--- src/rtl/ser_add_seq.sv ---
// Sequencer that feeds operand pairs to an external bit-serial adder and returns {carry, result}.
// Define SER_ADD_SEQ_FIFO_EN for a 4-entry operand FIFO; default is a single holding register.
module ser_add_seq #(
    parameter int WIDTH  = 8,
    parameter int SETTLE = 10
) (
    input  logic             clk,
    input  logic             reset,
    input  logic             in_valid,
    output logic             in_ready,
    input  logic [WIDTH-1:0] in_a,
    input  logic [WIDTH-1:0] in_b,
    output logic             add_reset,
    output logic             add_load,
    output logic [WIDTH-1:0] add_a,
    output logic [WIDTH-1:0] add_b,
    input  logic [WIDTH-1:0] add_result,
    input  logic             add_carry,
    output logic             out_valid,
    input  logic             out_ready,
    output logic [WIDTH:0]   out_sum,
    output logic             busy
);

    localparam int CW = $clog2(SETTLE + 1);

    typedef enum logic [2:0] {IDLE, CLR, LOAD, WAIT, HOLD} state_t;

    state_t           state, state_nxt;
    logic             push, pop, store_empty;
    logic             capture, out_take;
    logic [WIDTH-1:0] head_a, head_b;
    logic [WIDTH-1:0] op_a, op_b;
    logic [CW-1:0]    count;

    assign push = in_valid & in_ready;

`ifdef SER_ADD_SEQ_FIFO_EN
    logic [WIDTH-1:0] fifo_a [4];
    logic [WIDTH-1:0] fifo_b [4];
    logic [1:0]       wr_ptr, rd_ptr;
    logic [2:0]       fill;

    always_ff @(posedge clk or posedge reset) begin
        if (reset) begin
            for (int unsigned i = 0; i < 4; i++) begin
                fifo_a[i] <= '0;
                fifo_b[i] <= '0;
            end
            wr_ptr <= '0;
            rd_ptr <= '0;
            fill   <= '0;
        end else begin
            if (push) begin
                fifo_a[wr_ptr] <= in_a;
                fifo_b[wr_ptr] <= in_b;
                wr_ptr         <= wr_ptr + 2'd1;
            end
            if (pop)
                rd_ptr <= rd_ptr + 2'd1;
            case ({push, pop})
                2'b10:   fill <= fill + 3'd1;
                2'b01:   fill <= fill - 3'd1;
                default: fill <= fill;
            endcase
        end
    end

    assign in_ready    = (fill != 3'd4);
    assign store_empty = (fill == 3'd0);
    assign head_a      = fifo_a[rd_ptr];
    assign head_b      = fifo_b[rd_ptr];
`else
    logic             hold_full;
    logic [WIDTH-1:0] hold_a, hold_b;

    always_ff @(posedge clk or posedge reset) begin
        if (reset) begin
            hold_full <= 1'b0;
            hold_a    <= '0;
            hold_b    <= '0;
        end else if (push) begin
            hold_full <= 1'b1;
            hold_a    <= in_a;
            hold_b    <= in_b;
        end else if (pop) begin
            hold_full <= 1'b0;
        end
    end

    assign in_ready    = ~hold_full;
    assign store_empty = ~hold_full;
    assign head_a      = hold_a;
    assign head_b      = hold_b;
`endif

    always_ff @(posedge clk or posedge reset) begin
        if (reset)
            state <= IDLE;
        else
            state <= state_nxt;
    end

    always_comb begin
        state_nxt = state;
        pop       = 1'b0;
        capture   = 1'b0;
        out_take  = 1'b0;
        case (state)
            IDLE: begin
                if (!store_empty) begin
                    pop       = 1'b1;
                    state_nxt = CLR;
                end
            end
            CLR:  state_nxt = LOAD;
            LOAD: state_nxt = WAIT;
            WAIT: begin
                if (count == CW'(SETTLE - 1)) begin
                    capture   = 1'b1;
                    state_nxt = HOLD;
                end
            end
            HOLD: begin
                if (out_valid && out_ready) begin
                    out_take = 1'b1;
                    if (!store_empty) begin
                        pop       = 1'b1;
                        state_nxt = CLR;
                    end else begin
                        state_nxt = IDLE;
                    end
                end
            end
            default: state_nxt = IDLE;
        endcase
    end

    always_ff @(posedge clk or posedge reset) begin
        if (reset) begin
            op_a      <= '0;
            op_b      <= '0;
            count     <= '0;
            out_valid <= 1'b0;
            out_sum   <= '0;
        end else begin
            if (pop) begin
                op_a <= head_a;
                op_b <= head_b;
            end
            if (state == LOAD)
                count <= '0;
            else if (state == WAIT)
                count <= count + 1'b1;
            if (capture) begin
                out_sum   <= {add_carry, add_result};
                out_valid <= 1'b1;
            end else if (out_take) begin
                out_valid <= 1'b0;
            end
        end
    end

    // Adder clear is combinational so the adder is held clear for the whole reset pulse.
    assign add_reset = reset | (state == CLR);
    assign add_load  = (state == LOAD);
    assign add_a     = op_a;
    assign add_b     = op_b;
    assign busy      = (state != IDLE);

endmodule

--- config.mk ---
export PLATFORM = sky130hd
export DESIGN_NAME = ser_add_seq
export DESIGN_NICKNAME = d
export VERILOG_FILES = /design/src/rtl/ser_add_seq.sv
export SDC_FILE = /design/constraint.sdc
export NUM_CORES = 1
export LEC_CHECK = 0
export CAP_MARGIN = 25
export CORE_MARGIN = 8
export CORE_UTILIZATION = 46
export DETAILED_ROUTE_END_ITERATION = 16
export GPL_TIMING_DRIVEN = 0
export PLACE_DENSITY = 0.9
export RECOVER_POWER = 25
export SYNTH_ARGS = -nofsm -noshare
export SYNTH_HDL_FRONTEND = slang
export SYNTH_SLANG_ARGS = --single-unit
--- constraint.sdc ---
create_clock -name clk -period 4 [get_ports clk]
set_clock_uncertainty 0.15 [all_clocks]
set_input_delay 0.6 -clock clk [delete_from_list [all_inputs] [get_ports clk]]
set_output_delay 0.6 -clock clk [all_outputs]
set_load 0.1 [all_outputs]
[Word-level counts from Yosys, hierarchy flattened]
Index checks and enable logic that the tools add are counted.
Word-level totals
  bits in latches: 0
  register bits: 50
  memory bits (read-only): 0
  memory bits (writable): 0
  memories: 0
  logic and storage cells: 46
Cells by class
  shift operators: 0
  multiply operators: 0
  bitwise gates (word level): 3
  divide/modulo/power cells: 0
  add/subtract/negate cells: 1
  multiplexer cells: 18
  eq/ne operators: 8
  magnitude comparators: 0
  reduce and logical (&&, ||, !) cells: 7
Operator list (count)
  $pmux 3 s5: 1
  $mux 1: 11
  $mux 3: 3
  $mux 4: 2
  $eq 3x2->1 const B: 2
  $ne 2x2->1 const B: 3
  $reduce_bool 2->1: 3
  $add 4x1->4 const B: 1
  $eq 4x4->1 const B: 1
  $eq 3x1->1 const B: 1
  $eq 3x3->1 const B: 1
  $logic_not 3->1: 1
  $reduce_and 3->1: 1
  $reduce_bool 3->1: 1
  $pmux 1 s2: 1
  $and 1x1->1: 1
  $logic_and 1x1->1: 1
  $not 1->1: 1
  $or 1x1->1: 1

[Depth between registers and ports, before layout]
Gate-level depths: netlist of the first run.
  depth after elaboration: 5
  gate-level depth with buffers: 6
  depth with buffers taken out: 5

[Worst setup path before layout of the first run]
No wires, ideal clock.
  kind: reg-to-output
  start: reg state[0]
  end: out add_reset
  setup slack: 0.230 ns
  data required time: 3.250 ns
  stages on the path, launching flop included: 4
  arrival: 3.020 ns
  path buffers: 1
  cells stage by stage: dfrtp_1 > clkbuf_1 > inv_1 > o31ai_1
On the way
  word-level cells in the longest chain between the ends: 2
RTL lines
  start: declaration: line 29  | state_t state, state_nxt;
  start signal: assignment: line 101  | state <= state_nxt;
  $eq 3x1->1: line 165  | assign add_reset = reset | (state == CLR);
  $or 1x1->1: line 165
  end: declaration: line 13  | output logic add_reset,
No other way between the ends.

[Worst setup path in the final report of the first run]
  start: in reset
  end: out add_reset
On the way
  word-level cells in the longest chain between the ends: 1
RTL lines
  start: declaration: line 8  | input logic reset,
  $or 1x1->1: line 165
No other way between the ends.

==> impl_metrics.yaml, run 1 <==
global_routing:
  antenna_found_initial: 0
  grt_max_degree: 40
  grt_pass1_vias: 1441
  grt_pass1_wl_um: 7220
  grt_use_total_pct: 12.7
  grt_overflow: 0
synth:
  synth.distinct_cells: 28
  synthCells: 143
  yosysWarnings: 0
  synth_flop_cell: "dfrtp_1"
  syn_avg_cell_area_um2: 14.4
  synth_edf_count: 0
  synthesis.area_um2: 2070
  syn_nets: 174
  ys_seq_elements: 50
  async_reset_ff_share_pct: 100
  synth_seq_area_share_pct: 60.6
clock_network:
  cts_resized: 0
  path_clk_slew_ps: 80
  cts_made_buffers: 5
  cts.path.max_buffers: 2
  post_cts_buffers: 0
  cts_sinks: 50
  hold_buffers: 0
  cts_tree: "built"
  h-tree-depth: 2
  ctsRootBufferMaster: "clkbuf_8"
  clk-insertion-delay-late_ps: 290
layout:
  drive_gt1_share_pct: 26.8
  diodes: 0
  fill_cells: 336
  final_cells: 261
  syn2layout_area_growth_pct: 35.5
  num-nets-final: 240
  fin_util_pct: 64.3
  fin_area_um2: 2800
min_path:
  hold-path-endpoint: "add_a[4]$_DFFE_PP0P_"
  hp-class: "reg -> reg"
  hold_depth: 1
  min-delay-start: "head_a[4]$_DFFE_PP0P_"
critical_path:
  required_ps: 3250
  critPathKind: "in -> out"
  worstRegToRegCells: 4
  timing.critical_path.fanout_max: 13
  cp-end-kind: "output port"
  rrSetupSlack_ps: 1880
  critPathArrivalTime_ps: 2680
  worst_setup_path_start_kind: "primary input"
  regToRegStartpoint: "state[2]$_DFFE_PP0P_"
  r2r_end: "add_b[1]$_DFFE_PP0P_"
status:
  failed_checks: "max-capacitance violations, max-slew violations"
  status: "complete, but fails checks"
timing:
  finalCritPeriodShare_pct: 85.7
  fin_crit_ps: 3430
  setup_viol: 0
  hold_viol_final: 0
  tightest_slew_ps: 2030
  fmax_ghz: 0.292
  grt_setup_unrepaired: "no"
  maxSlewHeadroom_pct: -35.6
  maxSlewViolCount: 40
  hold_ws_ps: 359
floorplan:
  core_um2: 4350
  die_width_um: 83.0
  dieArea_um2: 6890
  die_height_um: 83.0
  pin_count: 59
  rows: 24
  initial_core_util_pct: 47.4
detailed_routing:
  wl_per_cell_um: 15.6
  routed_via_density: 5.02
  drt_iter0_drc: 35
  first_pass_iters: 4
  vias: 1310
  route.detailed.drc: 0
  drtAntennaViolNets: 0
  wl_um: 4060
placement:
  dp_hpwl_um: 3040
  placed_area_um2: 2730
  port_buffers: 58
  place.gp.congestion: 0.749
  dp.cells: 254
run:
  drv_cap: 1
==> worst max-delay path, cell delays in order <==
cell and delay (ps):
dlygate4sd3_1 520, inv_1 210, o31ai_1 150, clkdlybuf4s50_1 1180
==> final cells by class <==
cell class / instances / area (um2) / area share [%]
clock inverters: 2 / 15.0 / 0.536
plain buffers: 8 / 40.0 / 1.43
flip-flops and latches: 50 / 1250 / 44.7
repair buffers: 59 / 584 / 20.9
multi-input cells: 81 / 759 / 27.1
well taps: 52 / 65.1 / 2.32
clock buffers: 5 / 68.8 / 2.46
inverters: 4 / 15.0 / 0.536
==> registers in the layout, indices dropped and copies added, names as in the netlist <==
| name | count |
|---|---|
| out_sum | 9 |
| add_a | 8 |
| add_b | 8 |
| head_a | 8 |
| head_b | 8 |
| count | 4 |
| state | 3 |
| hold_full | 1 |
| out_valid | 1 |
==> stage by stage <==
stage	setup WS, ps	TNS [ps]
2_1_floorplan	230	0
6_report	572	0
3_3_place_gp	-444	-444
4_1_cts	549	0
3_5_place_dp	707	0
5_1_grt	301	0
==> cell families (layout without fill, tap and decap cells) <==
logic type               Yosys count  count (layout)  synth area share (%)
AND/OR/NAND/NOR                   26              26                  6.72
flip-flops                        50              50                  60.6
multiplexers                      41              41                  24.0
adder cells (fa/ha/maj)            2               2                  1.21
AO/OA/AOI/OAI                     12              12                  4.85
buffers and inverters             12              78                  2.66
==> worst max path at each step <==
stage,start,to,depth (start not counted)
after floorplan,state[0]$_DFFE_PP0P_,add_reset,3
after global placement,reset,add_reset,4
after detailed placement,reset,add_reset,4
after CTS,state[0]$_DFFE_PP0P_,add_reset,4
after global routing,reset,add_a[2]$_DFFE_PP0P_,3
final,reset,add_reset,4
==> layer usage <==
layer	vias up	GRT usage (%)	routed length [um]
li1	624	-	-
met1	643	14.6	1730
met2	41	20.7	2050
met3	2	5.86	267
met4	0	3.35	17
met5	-	0	0
==> cells in the mapped netlist, types with 2 or more instances <==
master | count | area, um2
mux2_4 | 9 | 135
clkbuf_1 | 5 | 18.8
nand3_1 | 3 | 15.0
nor2_1 | 5 | 18.8
nand2b_1 | 4 | 25.0
ha_1 | 2 | 25.0
dfrtp_1 | 50 | 1250
and3_1 | 2 | 12.5
buf_2 | 2 | 10.0
o21ai_0 | 4 | 20.0
nand2_1 | 5 | 18.8
mux2_2 | 32 | 360
o31ai_1 | 2 | 15.0
inv_1 | 3 | 11.3
a21oi_1 | 2 | 10.0
==> cell usage in the layout (no fill, tap or decap), types with 2 or more instances in the layout <==
cell             instances
a21oi_1                  2
and3_1                   2
buf_2                    2
clkbuf_1                 6
clkbuf_8                 5
clkdlybuf4s50_1         57
clkinvlp_4               2
dfrtp_1                 50
ha_1                     2
inv_1                    3
mux2_2                  32
mux2_4                   9
nand2_1                  5
nand2b_1                 4
nand3_1                  3
nor2_1                   5
o21ai_0                  4
o31ai_1                  2
Power of run 1 is left out: the tool's default activity adds up to more than one toggle a clock period on the data nets, which glitch-free logic cannot reach.
==> run 2: changes to the inputs <==
SLEW_MARGIN = 20   (was default)
==> run 2 against run 1 <==
  * Sequential share of layout area shrank 0.18 points
  * The run now ends clean
  * Global-route usage down 0.30 points
  * Via count grew 0.84%
  * Flip-flop and latch count did not move
  * Non-clock buffer count unchanged
  * First-iteration DRC count is 40% higher
  * Critical path depth unchanged
  * Routed wire length decreased by 0.12%
  * Worst setup slack got worse by 110 ps
  * Register-to-register slack better by 30 ps
  * Maximum frequency fell by 3.0%
==> impl_metrics.yaml, run 2 (synthesized netlist as in run 1, its figures left out) <==
clock_network:
  clk-insertion-delay-late_ps: 300
  post_cts_buffers: 0
  hold_buffers: 0
  ctsRootBufferMaster: "clkbuf_8"
  cts_made_buffers: 5
  cts_tree: "built"
  cts_sinks: 50
  cts.path.max_buffers: 2
  cts_resized: 0
  h-tree-depth: 2
  path_clk_slew_ps: 90
detailed_routing:
  vias: 1321
  wl_um: 4060
  wl_per_cell_um: 15.5
  drtAntennaViolNets: 0
  route.detailed.drc: 0
  drt_iter0_drc: 49
  first_pass_iters: 4
  routed_via_density: 5.04
layout:
  largest-register: "out_sum"
  layout_common_cells: "clkdlybuf4s50_1, dfrtp_1, mux2_2"
  diodes: 0
  syn2layout_area_growth_pct: 36.0
  final_cells: 262
  layout_commonest_cell: "clkdlybuf4s50_1"
  drive_gt1_share_pct: 27.6
  fin_util_pct: 64.5
  num-nets-final: 240
  largest_reg_flops: 9
timing:
  fin_crit_ps: 3530
  tightest_slew_ps: 1130
  grt_setup_unrepaired: "no"
  tns_ps: 0
  fmax_ghz: 0.283
  maxSlewHeadroom_pct: 24.6
  finalCritPeriodShare_pct: 88.3
  setup_viol: 0
  hold_viol_final: 0
  maxSlewViolCount: 0
  layout_setup_ws_ps: 466
global_routing:
  grt_overflow: 0
  grt_max_degree: 31
  antenna_found_initial: 0
  grt_pass1_vias: 1487
  grt_use_total_pct: 12.4
  grt_pass1_wl_um: 7180
min_path:
  min-delay-start: "head_b[5]$_DFFE_PP0P_"
  hp-class: "reg -> reg"
floorplan:
  pin_count: 59
  rows: 24
  die_width_um: 83.0
  core_um2: 4350
  dieArea_um2: 6890
  initial_core_util_pct: 47.4
  die_height_um: 83.0
critical_path:
  rrSetupSlack_ps: 1910
  worstRegToRegCells: 4
  worst_setup_path_start_kind: "primary input"
  critPathArrivalTime_ps: 2780
  cp-end-kind: "output port"
  regToRegStartpoint: "state[2]$_DFFE_PP0P_"
  critPathKind: "in -> out"
  cp-startpoint: "reset"
  cp-endpoint: "add_reset"
  timing.critical_path.fanout_max: 30
  required_ps: 3250
  r2r_end: "add_b[1]$_DFFE_PP0P_"
placement:
  dp_hpwl_um: 3010
  place.gp.congestion: 0.749
  port_buffers: 58
  dp_slack_ps: 478
  dp.cells: 254
run:
  drv_cap: 0
status:
  status: "completed"
run 2: changes by cell type in the layout (fill, tap and decap cells not counted):
cell,delta
inv_1,-1
inv_2,+1
clkinv_2,+1
clkbuf_8,+1
clkinvlp_4,-1
run 2: critical path, stage by stage:
cell,delay [ps]
dlygate4sd3_1,540
inv_2,450
o31ai_1,170
clkdlybuf4s50_1,1010
run 2: worst min path at each step:
stage                                  to  slack, ps  depth (start not counted)
floorplan           head_a[5]$_DFFE_PP0P_        320                          1
CTS                  add_b[5]$_DFFE_PP0P_        350                          1
global placement     add_a[4]$_DFFE_PP0P_        330                          1
detailed placement   add_b[3]$_DFFE_PP0P_        340                          1
global route         add_a[5]$_DFFE_PP0P_        380                          1
finish               add_b[5]$_DFFE_PP0P_        350                          1
run 2: per-stage QoR:
step	hold slack [ps]	cell area (um2)
after floorplan	325	2070
after global placement	331	2710
after detailed placement	340	2740
after CTS	354	2830
after global routing	375	2810
final	354	2810
run 2: per-layer routing:
metal	share of wire (%)	wire (um)	GRT usage (%)
met4	0.34	14	2.40
met3	6.7	271	5.57
met1	41	1680	13.8
met5	0	0	0
met2	52	2100	21.4
run 2: cell type report:
| cell class | count | area (um2) |
|---|---|---|
| fillers | 330 | 1540 |
| flip-flops and latches | 50 | 1250 |
| multi-input cells | 81 | 759 |
| repair buffers | 59 | 584 |
| clock buffers | 6 | 82.6 |
| well taps | 52 | 65.1 |
| plain buffers | 8 | 40.0 |
| inverters | 4 | 15.0 |
| clock inverters | 2 | 12.5 |
Power of run 2 is left out for the same reason.
